**config.mk**
```make
export PLATFORM = sky130hd
export DESIGN_NAME = paeth_residual_enc
export DESIGN_NICKNAME = d
export VERILOG_FILES = /design/src/rtl/paeth_pkg.sv /design/src/rtl/paeth_pick_1p.sv /design/src/rtl/paeth_residual_enc.sv
export SDC_FILE = /design/constraint.sdc
export NUM_CORES = 1
export LEC_CHECK = 0
export ABC_CLOCK_PERIOD_IN_PS = 12000
export BUFFER_PORTS_ARGS = -buffer_cell sky130_fd_sc_hd__buf_2
export CORE_MARGIN = 2
export CORE_UTILIZATION = 45
export DETAILED_ROUTE_END_ITERATION = 8
export GPL_ROUTABILITY_DRIVEN = 1
export PLACE_DENSITY = 0.66
export REMOVE_ABC_BUFFERS = 1
export SLEW_MARGIN = 5
export SYNTH_ARGS = -nofsm -noshare
export SYNTH_HDL_FRONTEND = slang
export SYNTH_SLANG_ARGS = --single-unit
```
**constraint.sdc**
```tcl
create_clock -name clk -period 12 [get_ports clk]
set_input_delay 2.4 -clock clk [delete_from_list [all_inputs] [get_ports clk]]
set_output_delay 2.4 -clock clk [all_outputs]
set_load 0.02 [all_outputs]
```
**src/rtl/paeth_pkg.sv**
```systemverilog
// Shared types for the Paeth residual encoder: pixel/residual packing,
// predictor select codes and the block sequencing states.
package paeth_pkg;

    localparam int PIX_W = 10;
    localparam int RES_W = 11;

    typedef logic [3*PIX_W-1:0] pix_t;
    typedef logic [3*RES_W-1:0] res_t;

    typedef enum logic [1:0] {
        SEL_LEFT    = 2'd0,
        SEL_TOP     = 2'd1,
        SEL_TOPLEFT = 2'd2
    } paeth_sel_e;

    typedef enum logic [1:0] {
        IDLE,
        LOAD,
        RUN,
        DRAIN
    } state_e;

endpackage

```
**src/rtl/paeth_pick_1p.sv**
```systemverilog
// Single-plane Paeth selector: picks left, top or top-left, whichever lies
// closest to the gradient estimate T+L-TL. Purely combinational.
module paeth_pick_1p
    import paeth_pkg::*;
(
    input  logic [PIX_W-1:0] i_l,
    input  logic [PIX_W-1:0] i_t,
    input  logic [PIX_W-1:0] i_tl,
    output logic [PIX_W-1:0] o_pred,
    output paeth_sel_e       o_sel
);

    logic signed [11:0] w_l;
    logic signed [11:0] w_t;
    logic signed [11:0] w_tl;
    logic signed [11:0] w_base;
    logic signed [11:0] w_dl;
    logic signed [11:0] w_dt;
    logic signed [11:0] w_dtl;
    logic signed [11:0] w_pl;
    logic signed [11:0] w_pt;
    logic signed [11:0] w_ptl;

    // 12 bits hold base in -1023..2046 and base-TL in -2046..2046 without wrap
    assign w_l    = {2'b00, i_l};
    assign w_t    = {2'b00, i_t};
    assign w_tl   = {2'b00, i_tl};
    assign w_base = w_t + w_l - w_tl;
    assign w_dl   = w_base - w_l;
    assign w_dt   = w_base - w_t;
    assign w_dtl  = w_base - w_tl;
    assign w_pl   = w_dl[11]  ? -w_dl  : w_dl;
    assign w_pt   = w_dt[11]  ? -w_dt  : w_dt;
    assign w_ptl  = w_dtl[11] ? -w_dtl : w_dtl;

    always_comb begin
        o_pred = i_tl;
        o_sel  = SEL_TOPLEFT;
        if ((w_pl <= w_pt) && (w_pl <= w_ptl)) begin
            o_pred = i_l;
            o_sel  = SEL_LEFT;
        end else if (w_pt <= w_ptl) begin
            o_pred = i_t;
            o_sel  = SEL_TOP;
        end
    end

endmodule

```
**src/rtl/paeth_residual_enc.sv**
```systemverilog
// Paeth residual encoder: loads a block edge, then turns raster-order source
// pixels into signed residuals. PAETH_SAD_EN adds per-plane |residual| sums.
module paeth_residual_enc
    import paeth_pkg::*;
#(
    parameter int W = 8,
    parameter int H = 8
)
(
    input  logic       clk,
    input  logic       rst_n,
    input  logic       start,
    input  logic       edge_valid,
    output logic       edge_ready,
    input  pix_t       edge_pix,
    input  logic       src_valid,
    output logic       src_ready,
    input  pix_t       src_pix,
    output logic       res_valid,
    input  logic       res_ready,
    output res_t       res_data,
    output logic [5:0] res_sel,
    output logic       res_last,
    output logic       busy
`ifdef PAETH_SAD_EN
    ,
    output logic [50:0] sad,
    output logic        sad_valid
`endif
);

    // state | meaning
    // IDLE  | waiting for start
    // LOAD  | taking 1+W+H edge beats: top-left, above[0..W-1], left[0..H-1]
    // RUN   | converting source pixels, one output register stage
    // DRAIN | all pixels taken, waiting for the last residual to leave

    localparam int BEATS  = 1 + W + H;
    localparam int BEAT_W = $clog2(1 + W + H + 1);
    localparam int COL_W  = $clog2(W);
    localparam int ROW_W  = $clog2(H);

    state_e             r_state;
    state_e             w_state_nxt;
    logic [BEAT_W-1:0]  r_beat;
    logic [COL_W-1:0]   r_col;
    logic [ROW_W-1:0]   r_row;
    pix_t               r_tl;
    pix_t               r_above [W];
    pix_t               r_left  [H];
    logic               r_res_valid;
    res_t               r_res_data;
    logic [5:0]         r_res_sel;
    logic               r_res_last;

    logic               w_edge_hs;
    logic               w_src_hs;
    logic               w_res_hs;
    logic               w_last_beat;
    logic               w_last_pix;
    logic               w_start_ok;
    logic [COL_W-1:0]   w_above_idx;
    logic [ROW_W-1:0]   w_left_idx;
    pix_t               w_l_pix;
    pix_t               w_t_pix;
    res_t               w_res;
    logic [5:0]         w_sel;

    assign edge_ready  = (r_state == LOAD);
    assign src_ready   = (r_state == RUN) && (!r_res_valid || res_ready);
    assign busy        = (r_state != IDLE);
    assign res_valid   = r_res_valid;
    assign res_data    = r_res_data;
    assign res_sel     = r_res_sel;
    assign res_last    = r_res_last;

    assign w_edge_hs   = edge_valid && edge_ready;
    assign w_src_hs    = src_valid && src_ready;
    assign w_res_hs    = r_res_valid && res_ready;
    assign w_start_ok  = (r_state == IDLE) && start;
    assign w_last_beat = (r_beat == BEAT_W'(BEATS - 1));
    assign w_last_pix  = (r_row == ROW_W'(H - 1)) && (r_col == COL_W'(W - 1));
    assign w_above_idx = COL_W'(r_beat - BEAT_W'(1));
    assign w_left_idx  = ROW_W'(r_beat - BEAT_W'(W + 1));

    always_comb begin
        w_state_nxt = r_state;
        case (r_state)
            IDLE:    if (start) w_state_nxt = LOAD;
            LOAD:    if (w_edge_hs && w_last_beat) w_state_nxt = RUN;
            RUN:     if (w_src_hs && w_last_pix) w_state_nxt = DRAIN;
            DRAIN:   if (w_res_hs && r_res_last) w_state_nxt = IDLE;
            default: w_state_nxt = IDLE;
        endcase
    end

    always_ff @(posedge clk) begin
        if (!rst_n) begin
            r_state     <= IDLE;
            r_beat      <= '0;
            r_col       <= '0;
            r_row       <= '0;
            r_res_valid <= 1'b0;
            r_res_data  <= '0;
            r_res_sel   <= '0;
            r_res_last  <= 1'b0;
        end else begin
            r_state <= w_state_nxt;
            if (w_start_ok) begin
                r_beat <= '0;
                r_col  <= '0;
                r_row  <= '0;
            end
            if (w_edge_hs) begin
                r_beat <= r_beat + BEAT_W'(1);
            end
            if (w_src_hs) begin
                if (r_col == COL_W'(W - 1)) begin
                    r_col <= '0;
                    if (r_row != ROW_W'(H - 1)) begin
                        r_row <= r_row + ROW_W'(1);
                    end
                end else begin
                    r_col <= r_col + COL_W'(1);
                end
            end
            // A new pixel only enters when the register is empty or draining
            if (w_src_hs) begin
                r_res_valid <= 1'b1;
                r_res_data  <= w_res;
                r_res_sel   <= w_sel;
                r_res_last  <= w_last_pix;
            end else if (res_ready) begin
                r_res_valid <= 1'b0;
            end
        end
    end

    // Edge storage needs no reset; the beat counter restarts every block
    always_ff @(posedge clk) begin
        if (w_edge_hs) begin
            if (r_beat == '0) begin
                r_tl <= edge_pix;
            end else if (r_beat <= BEAT_W'(W)) begin
                r_above[w_above_idx] <= edge_pix;
            end else begin
                r_left[w_left_idx] <= edge_pix;
            end
        end
    end

    assign w_l_pix = r_left[r_row];
    assign w_t_pix = r_above[r_col];

    for (genvar p = 0; p < 3; p++) begin : g_plane
        logic [PIX_W-1:0] w_pred_p;
        paeth_sel_e       w_sel_p;

        paeth_pick_1p u_pick (
            .i_l    (w_l_pix[p*PIX_W +: PIX_W]),
            .i_t    (w_t_pix[p*PIX_W +: PIX_W]),
            .i_tl   (r_tl[p*PIX_W +: PIX_W]),
            .o_pred (w_pred_p),
            .o_sel  (w_sel_p)
        );

        assign w_res[p*RES_W +: RES_W] = {1'b0, src_pix[p*PIX_W +: PIX_W]} - {1'b0, w_pred_p};
        assign w_sel[2*p +: 2]         = w_sel_p;
    end

`ifdef PAETH_SAD_EN
    logic [16:0]      r_sad [3];
    logic [RES_W-1:0] w_abs [3];

    for (genvar p = 0; p < 3; p++) begin : g_abs
        assign w_abs[p] = w_res[p*RES_W + RES_W - 1] ? -w_res[p*RES_W +: RES_W]
                                                     :  w_res[p*RES_W +: RES_W];
    end

    always_ff @(posedge clk) begin
        if (!rst_n || w_start_ok) begin
            for (int p = 0; p < 3; p++) r_sad[p] <= '0;
        end else if (w_src_hs) begin
            for (int p = 0; p < 3; p++) r_sad[p] <= r_sad[p] + 17'(w_abs[p]);
        end
    end

    assign sad       = {r_sad[2], r_sad[1], r_sad[0]};
    assign sad_valid = w_res_hs && r_res_last;
`endif

endmodule

```
Word level (Yosys, flattened, before mapping). Memories as Yosys holds them, arrays and structs flattened. A register that Yosys moved wholly into a read port is not among the register bits. Index checks and enable logic that the tools add are counted.

Register bits after elaboration: 84. Bits in writable memories: 480. Input bits: 66. Output and inout bits: 44. Word-level logic and storage cells: 134. Memories kept: 2.

Add/sub/neg operators: 32. $lt $le $gt $ge: 10. Eq/ne operators: 11. Muxes and demuxes: 48. Reduce and logical (&&, ||, !) cells: 22.

Memories: r_above (depth 8, width 30, read ports 1, clocked after Yosys merged registers in 1, write ports 1, RTL line paeth_residual_enc.sv:49) `pix_t r_above [W];`; r_left (depth 8, width 30, read ports 1, clocked after Yosys merged registers in 1, write ports 1, RTL line paeth_residual_enc.sv:50) `pix_t r_left [H];`.

Operator list (number): subtractor 12 x 11 -> 12 bit (12); <= comparator 12 bit (9); 2-to-1 mux 12 bit (9); negator 12 bit (9); 2-to-1 mux 10 bit (6); adder 10 x 10 -> 11 bit (3); subtractor 10 x 10 -> 11 bit (3); 2-to-1 mux 3 bit (10); 2-to-1 mux 2 bit (10); logical AND 1 bit (12); 2-to-1 mux 1 bit (10); 2-to-1 mux 5 bit (2); one-hot mux 2 bit (4 select lines) (1); nonzero test 2 bit (4); adder 3 x 1 -> 3 bit (second input constant) (2); equality test 3 bit (second input constant) (2); subtractor 3 x 1 -> 3 bit (second input constant) (2); adder 5 x 1 -> 5 bit (second input constant) (1); equality test 5 bit (second input constant) (1); <= comparator 5 x 4 -> 1 bit (second input constant) (1); zero test 5 bit (1); equality test 2 bit (second input constant) (2); != test 2 x 1 -> 1 bit (second input constant) (2); != test 2 bit (second input constant) (2); other kinds (7) (7).

Longest topological paths before layout.
Depth in word-level cells: 9. Depth in mapped cells: 57. Mapped depth without buffers: 54.

Hierarchy. Synthesis repeated with hierarchy kept, for this count alone.

Cells, all modules: 2973. Area total of the unflattened synthesis: 35843.1 um2.

By module, submodules not included: paeth_residual_enc (times used 1, cells each 1279, area each 23166.0 um2, sequential area each 16455.8 um2); paeth_pick_1p (g_plane[1].u_pick ...) (times used 2, cells each 566, area each 4254.1 um2, sequential area each 0.0 um2); paeth_pick_1p (g_plane[0].u_pick) (times used 1, cells each 562, area each 4169.0 um2, sequential area each 0.0 um2).

Worst setup path before layout. OpenSTA, ideal clock, no wires.

Kind: register to register. Start point: register (tool-made name). End point: register r_res_data[10], in the netlist res_data[10]. Library setup time: 0.065 ns. Arrival time: 10.884 ns. Required time: 11.935 ns. Slack: 1.051 ns. Cell stages (with the launch flop): 55. Buffers on the path: 5. Clock period less this slack: 10.949 ns. Path through: dfxtp_1 > clkbuf_1 > clkbuf_1 > buf_1 > mux4_2 > mux2_2 > ha_1 > a21o_1 > a21oi_1 > xnor2_1 > ha_1 > o21a_1 > o31a_1 > o21ai_0 > nor2b_1 > xnor2_1 > ha_1 > and3_1 > [... 19 more ...] > o21ai_0 > nor3_1 > buf_2 > mux2i_1 > ha_1 > fa_1 > inv_1 > a21oi_1 > o21bai_1 > and2_1 > o21ai_0 > nand2b_1 > a21o_1 > a21o_1 > a21o_1 > a211oi_1 > a21oi_1 > nor2b_1.

RTL lines: end signal, assigned (RTL line paeth_residual_enc.sv:130) `r_res_data <= w_res;`; end, declared (RTL line paeth_residual_enc.sv:52) `res_t r_res_data;`.

==> flow_results.org <==
** Critical path
- Critical path fanouts, max :: 11
- For the worst setup path, the data required time is approximately 13000 ps.
- Standard cell with the maximum stage delay on the critical path :: sky130_fd_sc_hd__mux4_2
- Most repeated library cell on the critical path :: sky130_fd_sc_hd__a21oi_1
- Stage delay of the slowest cell on the critical path :: between 500 and 600 ps
- The worst setup path is captured at a flip-flop.
- The worst setup path is launched from a flip-flop.
- Worst EP arrival :: 12000 ps
- Type of the setup path with the least slack :: flip-flop to flip-flop

** Clocking
- Clock root buffer :: sky130_fd_sc_hd__clkbuf_16
- Number of buffers created by CTS :: between 50 and 60
- CTS tree :: done
- The clock drives around 570 sinks.
- Clock transition at path regs :: about 70 ps
- No sink is reached through more buffers than the 3 on the longest clock path.
- CTS HTree Levels :: 2
- Later-pin clock latency in the skew report :: roughly 650 ps

** Place
- Routability-driven placement congestion ratio :: between 0.9 and 1
- Placed wire-length estimate :: approximately 70000 um
- Buffers placed on the I/O ports in this run total ~110.
- The placed instances occupy a cell area of between 30000 and 40000 um^2.
- Post-placement setup slack :: approximately 170 ps

** Yosys
- Number of warnings issued by yosys :: 0
- After synthesis, flip-flops and latches occupy 47.5% of the total area.
- By area, the combinational part of the netlist is dominated by adder cells.
- Among all flip-flop cells after synthesis, the most frequent one is sky130_fd_sc_hd__edfxtp_1.
- The cell area that synthesis handed to floorplanning was about 35000 um^2.
- Synth top area share :: around 44%
- The synthesized design contains between 500 and 600 enable-type register cells.
- Of the total synthesized cell area, the portion taken by AND, OR, NAND and NOR gates is 9.83%.
- Biggest area consumer among synthesized cells :: sky130_fd_sc_hd__edfxtp_1
- Post-Synth XOR/XNOR Area :: roughly 5.7%
- Multiplexer area fraction after synthesis :: a little under an eighth
- In this run, distinct cell masters in the synthesized netlist total 87.
- Synthesis produced 2867 cells.
- Biggest area contributors in the synthesized netlist :: sky130_fd_sc_hd__edfxtp_1, sky130_fd_sc_hd__ha_1, sky130_fd_sc_hd__mux4_2
- Synth Area in Compound Gates :: a little over a tenth
- Post-synthesis async set-or-reset flop share :: 0%
- Summing the areas of all fa, ha and maj instances in the mapped netlist gives a little under an eighth of the synthesized area.
- Number of flip-flops and latches in the synthesized netlist :: between 500 and 600
- The average instance in the mapped netlist occupies roughly 12 um^2.

** STA
- The final count of pins violating max slew came to 0.
- In the finished design, the share of the clock period the worst path needs comes to between 90% and 100%.
- The total count of hold-check failures in the final report is 0.
- Final Critical Period :: approximately 11000 ps
- Headroom to the max-slew limit came out at 34.4%.
- At the pin with the least slew margin, the transition time is between 900 and 1000 ps.
- Static timing analysis puts the maximum clock frequency at between 0.08 and 0.09 GHz.
- Setup TNS Final :: 0 ps
- Setup-violating endpoint count in the final report :: 0
- Skew final :: ~50 ps
- Post-route setup slack :: around 550 ps

** Routing
- The routed layout has between 20000 and 25000 vias.
- Antenna-violating nets left :: 0
- First-iteration detailed-routing DRC count :: approximately 1800
- Total wirelength of the detailed-routed design :: between 90000 and 100000 um
- Average wire length per cell after detail routing :: around 23 um
- The first TritonRoute pass finished after 6 iterations.
- Remaining design rule violation count :: 0
- Post-DR vias/cell :: approximately 6

** Min path
- HP Class :: flip-flop to flip-flop

** Floorplan
- Die Width :: roughly 280 um
- The core region is ~76000 um^2.
- The die is about 280 um tall.
- Once the floorplan was initialized, standard cells occupied between 40% and 50% of the core.
- Number of rows created at floorplan :: 101
- In this run the count of I/O pins placed on the die edge is 110.
- The die covers approximately 79000 um^2.

** GRT
- Global-route wire length before repair :: about 140000 um
- Global routing used roughly a quarter of the available tracks.
- Global routing used roughly two fifths of the available met2 tracks.
- Antenna violations before repair :: 3
- After global routing the overflow that remains totals 0.
- Global Route met1 Usage :: 32.3%
- Routing usage on met3 :: 2.73%
- The via count of the first global-routing pass is 24000.
- Maximum number of pins on one net before global-route repair :: between 60 and 70
- The layer flagged by global routing as most heavily used is met2.

** Cells and area
- Compared with the post-synthesis result, the final layout area differs by 12.3%.
- Cells with a size suffix above 1 make up about 16% of the layout.
- Most used cells in the layout excluding fill and tap cells :: sky130_fd_sc_hd__edfxtp_1, sky130_fd_sc_hd__ha_1, sky130_fd_sc_hd__inv_1, sky130_fd_sc_hd__nor2_1, sky130_fd_sc_hd__nand2_1
- Sequential Area :: about 16000 um^2
- Leaving out fill and tap cells, the most frequent cell in the layout is sky130_fd_sc_hd__edfxtp_1.
- Core Util, Final :: between 50 and 60%
- After routing the design area is around 40000 um^2.
- Count of nets after finishing :: around 3400
- Area occupied by multi-input gates :: 17400 um^2
- Fill cell total of the finished layout :: approximately 6600

** Status
- Run status :: finished clean

** Run
- Total of max-cap violations :: 0
[final timing paths]
path / start / end / slack, ps / cells after the start
hold / removal: res_data[24] / res_data[24] / 470 / 2
hold reg to reg: res_data[24] / res_data[24] / 470 / 2
setup / recovery: r_row[0] / res_data[10] / 550 / 52
setup reg to reg: r_row[0] / res_data[10] / 550 / 52
[repair_timing]
action	CTS	global route
gates resized for setup	0	27
endpoints found under the setup margin	0	14
setup buffers	0	15
hold buffers	0	0
[routing by layer]
layer | routed length [um] | up-vias
met1 | 41900 | 11900
met2 | 44600 | 743
li1 | - | 11200
met3 | 4660 | 160
met5 | 27 | -
met4 | 2650 | 4
[state kept, by name, indices dropped and copies added, names as in the netlist, named ones only]
signal	flops
r_col	3
r_tl	30
r_beat	5
res_valid	1
r_row	3
r_state	2
r_above	240
res_data	33
res_sel	6
r_left	240
res_last	1
[final cells by class]
| type | count | share of cell area [%] |
|---|---|---|
| Clock inverter | 37 | 1.12 |
| Multi-Input combinational cell | 2033 | 44.7 |
| Sequential cell | 567 | 42.3 |
| Inverter | 193 | 1.87 |
| Tap cell | 1030 | 3.31 |
| Antenna cell | 1 | 0.00643 |
| Timing Repair Buffer | 178 | 2.92 |
| Clock buffer | 69 | 3.78 |
[synth_stat cells, types with 10 or more instances]
| cell type | instances |
|---|---|
| sky130_fd_sc_hd__nor3_1 | 46 |
| sky130_fd_sc_hd__and2_1 | 40 |
| sky130_fd_sc_hd__a31oi_1 | 13 |
| sky130_fd_sc_hd__xnor2_1 | 143 |
| sky130_fd_sc_hd__ha_1 | 289 |
| sky130_fd_sc_hd__o31a_1 | 10 |
| sky130_fd_sc_hd__nand3_1 | 45 |
| sky130_fd_sc_hd__nand4_1 | 25 |
| sky130_fd_sc_hd__xor2_1 | 79 |
| sky130_fd_sc_hd__nor4_1 | 21 |
| sky130_fd_sc_hd__dfxtp_1 | 57 |
| sky130_fd_sc_hd__inv_1 | 192 |
| sky130_fd_sc_hd__o22ai_1 | 11 |
| sky130_fd_sc_hd__or3_1 | 20 |
| sky130_fd_sc_hd__buf_1 | 21 |
| sky130_fd_sc_hd__nand2_1 | 149 |
| sky130_fd_sc_hd__clkbuf_1 | 47 |
| sky130_fd_sc_hd__fa_1 | 18 |
| sky130_fd_sc_hd__nor2b_1 | 53 |
| sky130_fd_sc_hd__or2_2 | 11 |
| sky130_fd_sc_hd__mux2i_1 | 90 |
| sky130_fd_sc_hd__o21a_1 | 34 |
| sky130_fd_sc_hd__mux4_2 | 116 |
| sky130_fd_sc_hd__a21o_1 | 66 |
| sky130_fd_sc_hd__nand2b_1 | 33 |
| sky130_fd_sc_hd__mux2_2 | 38 |
| sky130_fd_sc_hd__a21boi_0 | 16 |
| sky130_fd_sc_hd__edfxtp_1 | 510 |
| sky130_fd_sc_hd__a221o_1 | 12 |
| sky130_fd_sc_hd__nor2_1 | 184 |
| sky130_fd_sc_hd__a211oi_1 | 20 |
| sky130_fd_sc_hd__a21oi_1 | 128 |
| sky130_fd_sc_hd__o21bai_1 | 21 |
| sky130_fd_sc_hd__o21ai_0 | 127 |
| sky130_fd_sc_hd__o31ai_1 | 14 |
| sky130_fd_sc_hd__and3_1 | 22 |
[kinds of logic after synthesis]
family	count (synthesis)
multiplexers	247
AND/OR/NAND/NOR	685
AO/OA/AOI/OAI	567
XOR/XNOR	223
adder cells (fa/ha/maj)	311
flip-flops	567
buffers and inverters	267
[stage by stage]
stage,hold slack [ps],cells
after floorplan,478,2793
after global placement,447,3985
after detailed placement,459,3985
after CTS,470,4091
after global routing,513,4108
final,466,4108
[critical path, delay by kind of cell (launching register included)]
| family | cells | cell delay, ps |
|---|---|---|
| muxes | 3 | 930 |
| adders and majority gates | 6 | 1860 |
| AOI/OAI and AO/OA | 24 | 4350 |
| xor gates and xnor gates | 3 | 750 |
| DFF | 1 | 380 |
| buffers and inverters | 5 | 790 |
| and+or+nand+nor | 11 | 2240 |
Power is left out: the tool's default activity adds up to more than one toggle a clock period on the data nets, which glitch-free logic cannot reach.
